[config.mk]
export PLATFORM = sky130hd
export DESIGN_NAME = divide_by_n
export DESIGN_NICKNAME = d
export VERILOG_FILES = /design/src/rtl/divn_pkg.sv /design/src/rtl/divn_shadow.sv /design/src/rtl/divide_by_n.sv
export SDC_FILE = /design/constraint.sdc
export NUM_CORES = 1
export LEC_CHECK = 0
export CAP_MARGIN = 10
export CORE_AREA = 5 5 63 65
export DETAILED_ROUTE_END_ITERATION = 6
export DIE_AREA = 0 0 68 70
export HOLD_SLACK_MARGIN = 0.15
export PLACE_DENSITY = 0.78
export SKIP_CTS_REPAIR_TIMING = 1
export SYNTH_ARGS = -nofsm -noshare
export SYNTH_HDL_FRONTEND = slang
export SYNTH_SLANG_ARGS = --single-unit
[constraint.sdc]
create_clock -name clk -period 3.5 [get_ports clk]
set_clock_uncertainty 0.1 [all_clocks]
set_input_delay 0.525 -clock clk [delete_from_list [all_inputs] [get_ports clk]]
set_output_delay 0.525 -clock clk [all_outputs]
set_load 0.02 [all_outputs]
[src/rtl/divn_pkg.sv]
// Shared types and helpers for the runtime-programmable clock-enable divider.
// Helpers work at a fixed 32-bit width so any WIDTH up to 32 can use them.
package divn_pkg;

    typedef enum logic {
        DIVN_PULSE  = 1'b0,
        DIVN_SQUARE = 1'b1
    } divn_mode_t;

    localparam int DIVN_MAX_W = 32;

    function automatic logic [DIVN_MAX_W-1:0] divn_eff(input logic [DIVN_MAX_W-1:0] div);
        return (div == '0) ? DIVN_MAX_W'(1) : div;
    endfunction

    // One extra bit keeps ceil(n/2) exact even for the largest divisor.
    function automatic logic [DIVN_MAX_W:0] divn_half(input logic [DIVN_MAX_W-1:0] n);
        return ({1'b0, n} + (DIVN_MAX_W+1)'(1)) >> 1;
    endfunction

endpackage

[src/rtl/divn_shadow.sv]
// Shadow register for divisor/mode updates: holds a pending request and
// moves it to the active settings only on an apply edge (wrap or idle at 0).
module divn_shadow
    import divn_pkg::*;
#(
    parameter int WIDTH        = 8,
    parameter int DEFAULT_DIV  = 3,
    parameter int DEFAULT_MODE = 0
) (
    input  logic             clk,
    input  logic             reset,
    input  logic             div_load,
    input  logic [WIDTH-1:0] div_in,
    input  logic             mode_in,
    input  logic             apply,
    output logic [WIDTH-1:0] div_act,
    output divn_mode_t       mode_act,
    output logic             pend_valid
);

    localparam divn_mode_t RESET_MODE = (DEFAULT_MODE != 0) ? DIVN_SQUARE : DIVN_PULSE;

    logic [WIDTH-1:0] div_act_q, div_act_d;
    logic [WIDTH-1:0] div_pend_q, div_pend_d;
    divn_mode_t       mode_act_q, mode_act_d;
    divn_mode_t       mode_pend_q, mode_pend_d;
    logic             pend_valid_q, pend_valid_d;

    // A load coinciding with an apply edge bypasses the shadow entirely.
    always_comb begin
        div_act_d    = div_act_q;
        mode_act_d   = mode_act_q;
        div_pend_d   = div_pend_q;
        mode_pend_d  = mode_pend_q;
        pend_valid_d = pend_valid_q;
        if (apply) begin
            if (div_load) begin
                div_act_d  = div_in;
                mode_act_d = divn_mode_t'(mode_in);
            end else if (pend_valid_q) begin
                div_act_d  = div_pend_q;
                mode_act_d = mode_pend_q;
            end
            pend_valid_d = 1'b0;
        end else if (div_load) begin
            div_pend_d   = div_in;
            mode_pend_d  = divn_mode_t'(mode_in);
            pend_valid_d = 1'b1;
        end
    end

    always_ff @(posedge clk) begin
        if (reset) begin
            div_act_q    <= WIDTH'(DEFAULT_DIV);
            mode_act_q   <= RESET_MODE;
            div_pend_q   <= '0;
            mode_pend_q  <= DIVN_PULSE;
            pend_valid_q <= 1'b0;
        end else begin
            div_act_q    <= div_act_d;
            mode_act_q   <= mode_act_d;
            div_pend_q   <= div_pend_d;
            mode_pend_q  <= mode_pend_d;
            pend_valid_q <= pend_valid_d;
        end
    end

    assign div_act    = div_act_q;
    assign mode_act   = mode_act_q;
    assign pend_valid = pend_valid_q;

endmodule

[src/rtl/divide_by_n.sv]
// Runtime-programmable divide-by-N enable generator (pulse or square output).
// Defining DIVN_PHASE_OUT_EN exposes the internal counter on port 'phase'.
module divide_by_n
    import divn_pkg::*;
#(
    parameter int WIDTH        = 8,
    parameter int DEFAULT_DIV  = 3,
    parameter int DEFAULT_MODE = 0
) (
    input  logic             clk,
    input  logic             reset,
    input  logic             en,
    input  logic             div_load,
    input  logic [WIDTH-1:0] div_in,
    input  logic             mode_in,
    output logic             y,
    output logic             tick,
    output logic             busy
`ifdef DIVN_PHASE_OUT_EN
    ,
    output logic [WIDTH-1:0] phase
`endif
);

    logic [WIDTH-1:0]      cnt_q, cnt_d;
    logic [WIDTH-1:0]      div_act;
    divn_mode_t            mode_act;
    logic                  pend_valid;
    logic [DIVN_MAX_W-1:0] effN;
    logic [DIVN_MAX_W:0]   halfN;
    logic                  atEnd;
    logic                  apply;

    divn_shadow #(
        .WIDTH       (WIDTH),
        .DEFAULT_DIV (DEFAULT_DIV),
        .DEFAULT_MODE(DEFAULT_MODE)
    ) u_shadow (
        .clk       (clk),
        .reset     (reset),
        .div_load  (div_load),
        .div_in    (div_in),
        .mode_in   (mode_in),
        .apply     (apply),
        .div_act   (div_act),
        .mode_act  (mode_act),
        .pend_valid(pend_valid)
    );

    // New settings only land while cnt is 0 after the edge, so periods are never cut short.
    always_comb begin
        effN  = divn_eff(DIVN_MAX_W'(div_act));
        halfN = divn_half(effN);
        atEnd = (DIVN_MAX_W'(cnt_q) == (effN - DIVN_MAX_W'(1)));
        tick  = en && atEnd;
        apply = tick || (!en && (cnt_q == '0));
        cnt_d = cnt_q;
        if (en) begin
            cnt_d = atEnd ? '0 : cnt_q + WIDTH'(1);
        end
        if (mode_act == DIVN_SQUARE) begin
            y = ((DIVN_MAX_W+1)'(cnt_q) < halfN);
        end else begin
            y = (cnt_q == '0);
        end
    end

    always_ff @(posedge clk) begin
        if (reset) begin
            cnt_q <= '0;
        end else begin
            cnt_q <= cnt_d;
        end
    end

    assign busy = pend_valid;

`ifdef DIVN_PHASE_OUT_EN
    assign phase = cnt_q;
`endif

endmodule

* Word-level counts from Yosys, hierarchy flattened
Index checks and enable logic that the tools add are counted.
** Operators by class
- Add/sub/neg operators :: 3
- $mul :: 0
- Div/mod/pow operators :: 0
- Order comparisons :: 1
- Eq/ne operators :: 1
- Shifts and indexed selects :: 0
- Mux-type cells :: 7
- Bitwise operators :: 1
- Reduce and logical (&&, ||, !) cells :: 10
** Operators with widths (number)
- $eq A8 B32 Y1 :: 1
- $mux W8 :: 4
- $logic_not A8 Y1 :: 2
- $add A8 B1 Y9 const B :: 1
- $sub A8 B1 Y9 const B :: 1
- $add A8 B1 Y8 const B :: 1
- $lt A8 B8 Y1 :: 1
- $reduce_and A2 Y1 :: 2
- $mux W1 :: 3
- $logic_and A1 B1 Y1 :: 2
- $reduce_bool A2 Y1 :: 1
- $reduce_or A2 Y1 :: 1
- $logic_not A1 Y1 :: 1
- $logic_or A1 B1 Y1 :: 1
- $not A1 Y1 :: 1
** Storage, ports and cells
- Register bits after elaboration :: 27
- Bits in latches :: 0
- RAM bits :: 0
- Memory bits (read-only) :: 0
- Input port bits :: 13
- Output and inout port bits :: 3
- Logic and storage cells :: 29
- Memories :: 0

* Logic depth before layout (Yosys ltp)
- Word-level depth :: 8
- Mapped depth :: 12
- Mapped depth without buffers :: 10

* Modules after synthesis
Synthesis repeated with hierarchy kept, for this count alone.
** Second synthesis, totals
- Cells, all modules :: 207
- Area, all modules :: 1760.4 sq um
** By module, submodules not included
- divide_by_n :: times used 1, cells an instance 122, area an instance 943.4 sq um, sequential area each 160.2 sq um
- divn_shadow :: times used 1, cells an instance 85, area an instance 817.0 sq um, sequential area each 380.4 sq um

* Least setup slack after synthesis
No wires, ideal clock.
- Path type :: register to output
- Start :: register u_shadow.div_act_q[6], in the netlist u_shadow.div_act[6]
- End :: output tick
- Arrival :: 2494 ps
- Data required time :: 2875 ps
- Path slack :: 381 ps
- Cell stages (with the launch flop) :: 11
- Buffers on the path :: 1
- Cells stage by stage :: dfxtp_1 -> clkbuf_1 -> nor4_4 -> a21oi_1 -> ha_1 -> xnor2_1 -> a2111oi_0 -> nand4b_1 -> a211oi_2 -> nand2_1 -> nor2_1
** On the way
- Word-level cells in the longest chain between the ends :: 5
** Ends and longest elaborated chain
- from (decl) :: RTL line divn_shadow.sv:23 : logic [WIDTH-1:0] div_act_q, div_act_d;
- from (signal assigned) :: RTL line divn_shadow.sv:54 : div_act_q <= WIDTH'(DEFAULT_DIV);
- from (signal assigned) :: RTL line divn_shadow.sv:60 : div_act_q <= div_act_d;
- $logic_not A8 Y1 :: RTL line divn_pkg.sv:13 : return (div == '0) ? DIVN_MAX_W'(1) : div;
- $mux W8 * :: RTL line divn_pkg.sv:13
- $sub A8 B1 Y9 * :: RTL line divide_by_n.sv:54 : atEnd = (DIVN_MAX_W'(cnt_q) == (effN - DIVN_MAX_W'(1)));
- $eq A8 B32 Y1 * :: RTL line divide_by_n.sv:54
- $logic_and A1 B1 Y1 * :: RTL line divide_by_n.sv:55 : tick = en && atEnd;
- to (decl) :: RTL line divide_by_n.sv:17 : output logic tick,
Every way passes the cells marked *; elsewhere a longest branch is shown, timed or not.

* Final worst setup path
- Start :: register u_shadow.div_act_q[4], in the netlist u_shadow.div_act[4]
- End :: output tick
The elaborated chain is that of the path after synthesis.

==> Flow_metrics.wiki <==
{| class="wikitable"
! Metric !! Value
|-
| Yosys reg bits || 27
|-
| Unrepaired setup endpoints after global routing || yes
|-
| Required time at the worst-slack endpoint || 2.87 ns
|-
| Run status || finished clean
|-
| Final nets || 249
|-
| Worst setup path startpoint || u_shadow.div_act[4]
|-
| Via density per instance || 5.46
|-
| Part of the Yosys area used for sequential elements || 0.288
|-
| Netlist cell types || 49
|-
| TritonCTS clock tree || done
|-
| DIE AREA || 4760 um^2
|-
| Arrival time of data at the critical path endpoint || 2.69 ns
|-
| Fillers || 297
|-
| Top cells by instance count after synthesis || sky130_fd_sc_hd__dfxtp_1 (27), sky130_fd_sc_hd__nor2_1 (24), sky130_fd_sc_hd__mux2i_1 (18)
|-
| Async set-reset flop share out of synthesis || 0
|-
| Wire length of the first global-routing pass || 6.18 mm
|-
| Hold Path Class || reg -> reg
|-
| Critical-path cell with the highest stage delay || sky130_fd_sc_hd__dfxtp_1
|-
| Cells on worst reg2reg path || 12
|-
| Count of routing violations after the opening detailed-route iteration || 61
|-
| Static leakage || 0.891 nW
|-
| Clock Power Share || 0.170
|-
| Initial Util || 0.571
|-
| Residual DRC count || 0
|-
| Proportion of layout cells with a drive suffix above 1 || 0.160
|-
| Overall via count from detail_route || 1479
|-
| Dpl ws || 0.0834 ns
|-
| Gate Count Post-Synth || 208
|-
| Count of port buffers added during placement || 15
|-
| Minimum period implied by the final worst setup slack || 3.31 ns
|-
| Mean Syn Cell Area || 9.02 um^2
|-
| Cts bufs inserted || 3
|-
| Maximum number of pins on one net before global-route repair || 19
|-
| Switching Share || 0.361
|-
| Crit path depth || 10
|-
| Element type at the critical path end || primary output
|-
| P_int || 0.000573 W
|-
| Post-CTS clock slew at the launch and capture registers of the worst setup and hold paths || 0.16 ns
|-
| Cell row count || 21
|-
| Synth area leaders || sky130_fd_sc_hd__dfxtp_1 (29%), sky130_fd_sc_hd__mux2i_1 (9.6%), sky130_fd_sc_hd__ha_1 (6.7%)
|-
| # diodes || 0
|-
| Total setup violations reported at the end of the flow || 0
|-
| Global Route Usage Sum || 0.164
|-
| Placed instance count || 267
|-
| Die Span Y || 70 um
|-
| Cell taking the most area after synthesis || sky130_fd_sc_hd__dfxtp_1
|-
| Buffer and inverter count on the worst path || 1
|-
| Layout overhead on the synthesized area || 11.4%
|-
| RD Place Congestion || 0.883
|-
| Number of max-cap violations || 0
|-
| Synth top area share || 0.288
|-
| Startpoint of the lowest-slack hold path || u_shadow.div_pend_q[6]
|-
| Total power per unit cell area || 429 nW/um^2
|-
| Worst-Margin Slew || 0.526 ns
|-
| Critical path cell sequence || nor4_4 > a21oi_1 > ha_1 > xnor2_1 > a2111oi_1 > nand4b_1 > a211oi_2 > nand2_1 > nor2_1 > buf_2
|-
| Net switching power figure || 0.000324 W
|-
| IO Count || 16
|-
| Buffers from clock root to sink, at most || 2
|-
| Maximum clock frequency || 0.302 GHz
|-
| Normalized max-slew margin || 0.648
|-
| Syn Nets || 231
|-
| Crit path setup slack, layout || 0.185 ns
|-
| Source-to-sink clock delay at the later pin of the worst-skew pair || 0.35 ns
|-
| VDD IR max || 0.232 mV
|-
| Hold Path Depth || 2
|-
| Non-filler instance count after layout || 271
|-
| Final Hold Vio Count || 0
|-
| Depth of the CTS H-tree || 1
|-
| HPWL Detailed || 2.74 mm
|-
| Number of global-route vias before repair || 1365
|-
| Synth Flop Type || sky130_fd_sc_hd__dfxtp_1
|-
| Cell type group with the largest total delay on the critical path || simple AND/OR/NAND/NOR gates
|-
| Ys Warns || 0
|-
| Width of the chip || 68 um
|-
| Wire per inst || 13.3 um
|-
| Number of enable-type register cells in the synthesized netlist || 0
|-
| Most frequent cell after synthesis || sky130_fd_sc_hd__dfxtp_1
|-
| Portion of total power attributed to sequential cells || 0.412
|-
| Maximum fanout along the worst path || 2
|-
| Netlist area before placement || 1880 um^2
|-
| Delay contributed by the slowest stage of the critical path || 0.37 ns
|-
| Residual overflow from global routing || 0
|-
| Core Area || 3280 um^2
|-
| Worst setup path category || reg -> out
|-
| Number of max-slew violations in the final report || 0
|-
| Tcrit/Tclk final || 0.947
|-
| Startpoint of the worst-slack reg-to-reg timing path || u_shadow.div_act[4]
|-
| Drt first pass iters || 4
|-
| Initial antenna violation count || 0
|-
| Clock sink count || 27
|-
| Part of the total power dissipated in combinational logic || 0.418
|-
| Residual antenna-violating net count after detailed routing || 0
|-
| Root Buffer Master || sky130_fd_sc_hd__clkbuf_4
|-
| Aggregate routed wire length || 3.61 mm
|-
| Kind of start point of the critical path || register
|}
==> final timing paths <==
kind	endpoint	slack [ns]
setup / recovery	tick	0.19
hold / removal	u_shadow.div_pend_q[6]	0.41
setup reg to reg	u_shadow.div_act[4]	0.53
hold reg to reg	u_shadow.div_pend_q[6]	0.41
==> through the flow <==
step / cell area, um^2 / power [W] / setup TNS [ns] / hold slack (ns) / util
after CTS: 2080 / 0.000904 / -0.458 / 0.419 / 0.635
after floorplan: 1880 / 0.000653 / 0 / 0.354 / -
after global routing: 2090 / 0.000963 / -0.0631 / 0.438 / 0.636
final: 2090 / 0.000897 / 0 / 0.412 / 0.636
after detailed placement: 2050 / 0.000751 / 0 / 0.379 / 0.625
after global placement: 2050 / 0.000746 / 0 / 0.367 / 0.625
==> placed cells by master, fill, tap and decap left out, types with 7 or more instances in the layout <==
cell | Yosys | final
sky130_fd_sc_hd__o21ai_0 | 7 | 7
sky130_fd_sc_hd__ha_1 | 10 | 10
sky130_fd_sc_hd__nand2_1 | 8 | 8
sky130_fd_sc_hd__clkdlybuf4s50_1 | 0 | 13
sky130_fd_sc_hd__buf_4 | 3 | 13
sky130_fd_sc_hd__xor2_1 | 7 | 7
sky130_fd_sc_hd__nor2_1 | 24 | 24
sky130_fd_sc_hd__dfxtp_1 | 27 | 26
sky130_fd_sc_hd__nand3_1 | 9 | 9
sky130_fd_sc_hd__mux2i_1 | 18 | 18
sky130_fd_sc_hd__inv_1 | 7 | 7
sky130_fd_sc_hd__mux2_2 | 8 | 8
==> power groups by stage <==
stage	registers [W]	logic, W	clock network (W)
finish	0.000370	0.000375	0.000152
global route	0.000375	0.000414	0.000173
CTS	0.000369	0.000378	0.000158
detailed placement	0.000375	0.000375	0
global placement	0.000373	0.000373	0
floorplan	0.000366	0.000287	0
==> registers in the layout (all words and copies together), names as in the netlist <==
| name | flops |
|---|---|
| u_shadow.div_act | 8 |
| u_shadow.mode_act | 1 |
| u_shadow.pend_valid | 1 |
| u_shadow.div_pend_q | 8 |
| cnt_q | 8 |
| u_shadow.mode_pend_q | 1 |
==> worst register-to-register path, delay by kind of cell (launching register included) <==
kind,cells,cell delay (ns)
buffers and inverters,2,0.39
XOR/XNOR,1,0.14
AND/OR/NAND/NOR,2,0.46
AO/OA/AOI/OAI,6,1.08
adder cells (fa/ha/maj),1,0.34
flip-flops,1,0.37
==> final cells by class <==
class	instances	area (um^2)	area share
tap	46	57.6	0.0275
timing repair buffer	28	245	0.117
clock buffer	3	22.5	0.0108
clock inverter	1	8.76	0.00419
sequential	27	542	0.259
inverter	7	26.3	0.0126
multi-input combinational	159	1190	0.568
==> logic make-up after synthesis <==
logic type / after synthesis / share of synthesized area
fa+ha+maj: 10 / 0.0667
simple gates: 78 / 0.231
xor+xnor: 14 / 0.0734
mux: 26 / 0.144
buf+inv: 22 / 0.0821
compound gates: 31 / 0.115
flops: 27 / 0.288
==> metal layers <==
layer  global-route usage  share of wire
met1                0.232           0.50
met2                0.249           0.45
met3               0.0144          0.031
met4               0.0728          0.019
met5                    0              0
Power figures use the tool's default switching activity.
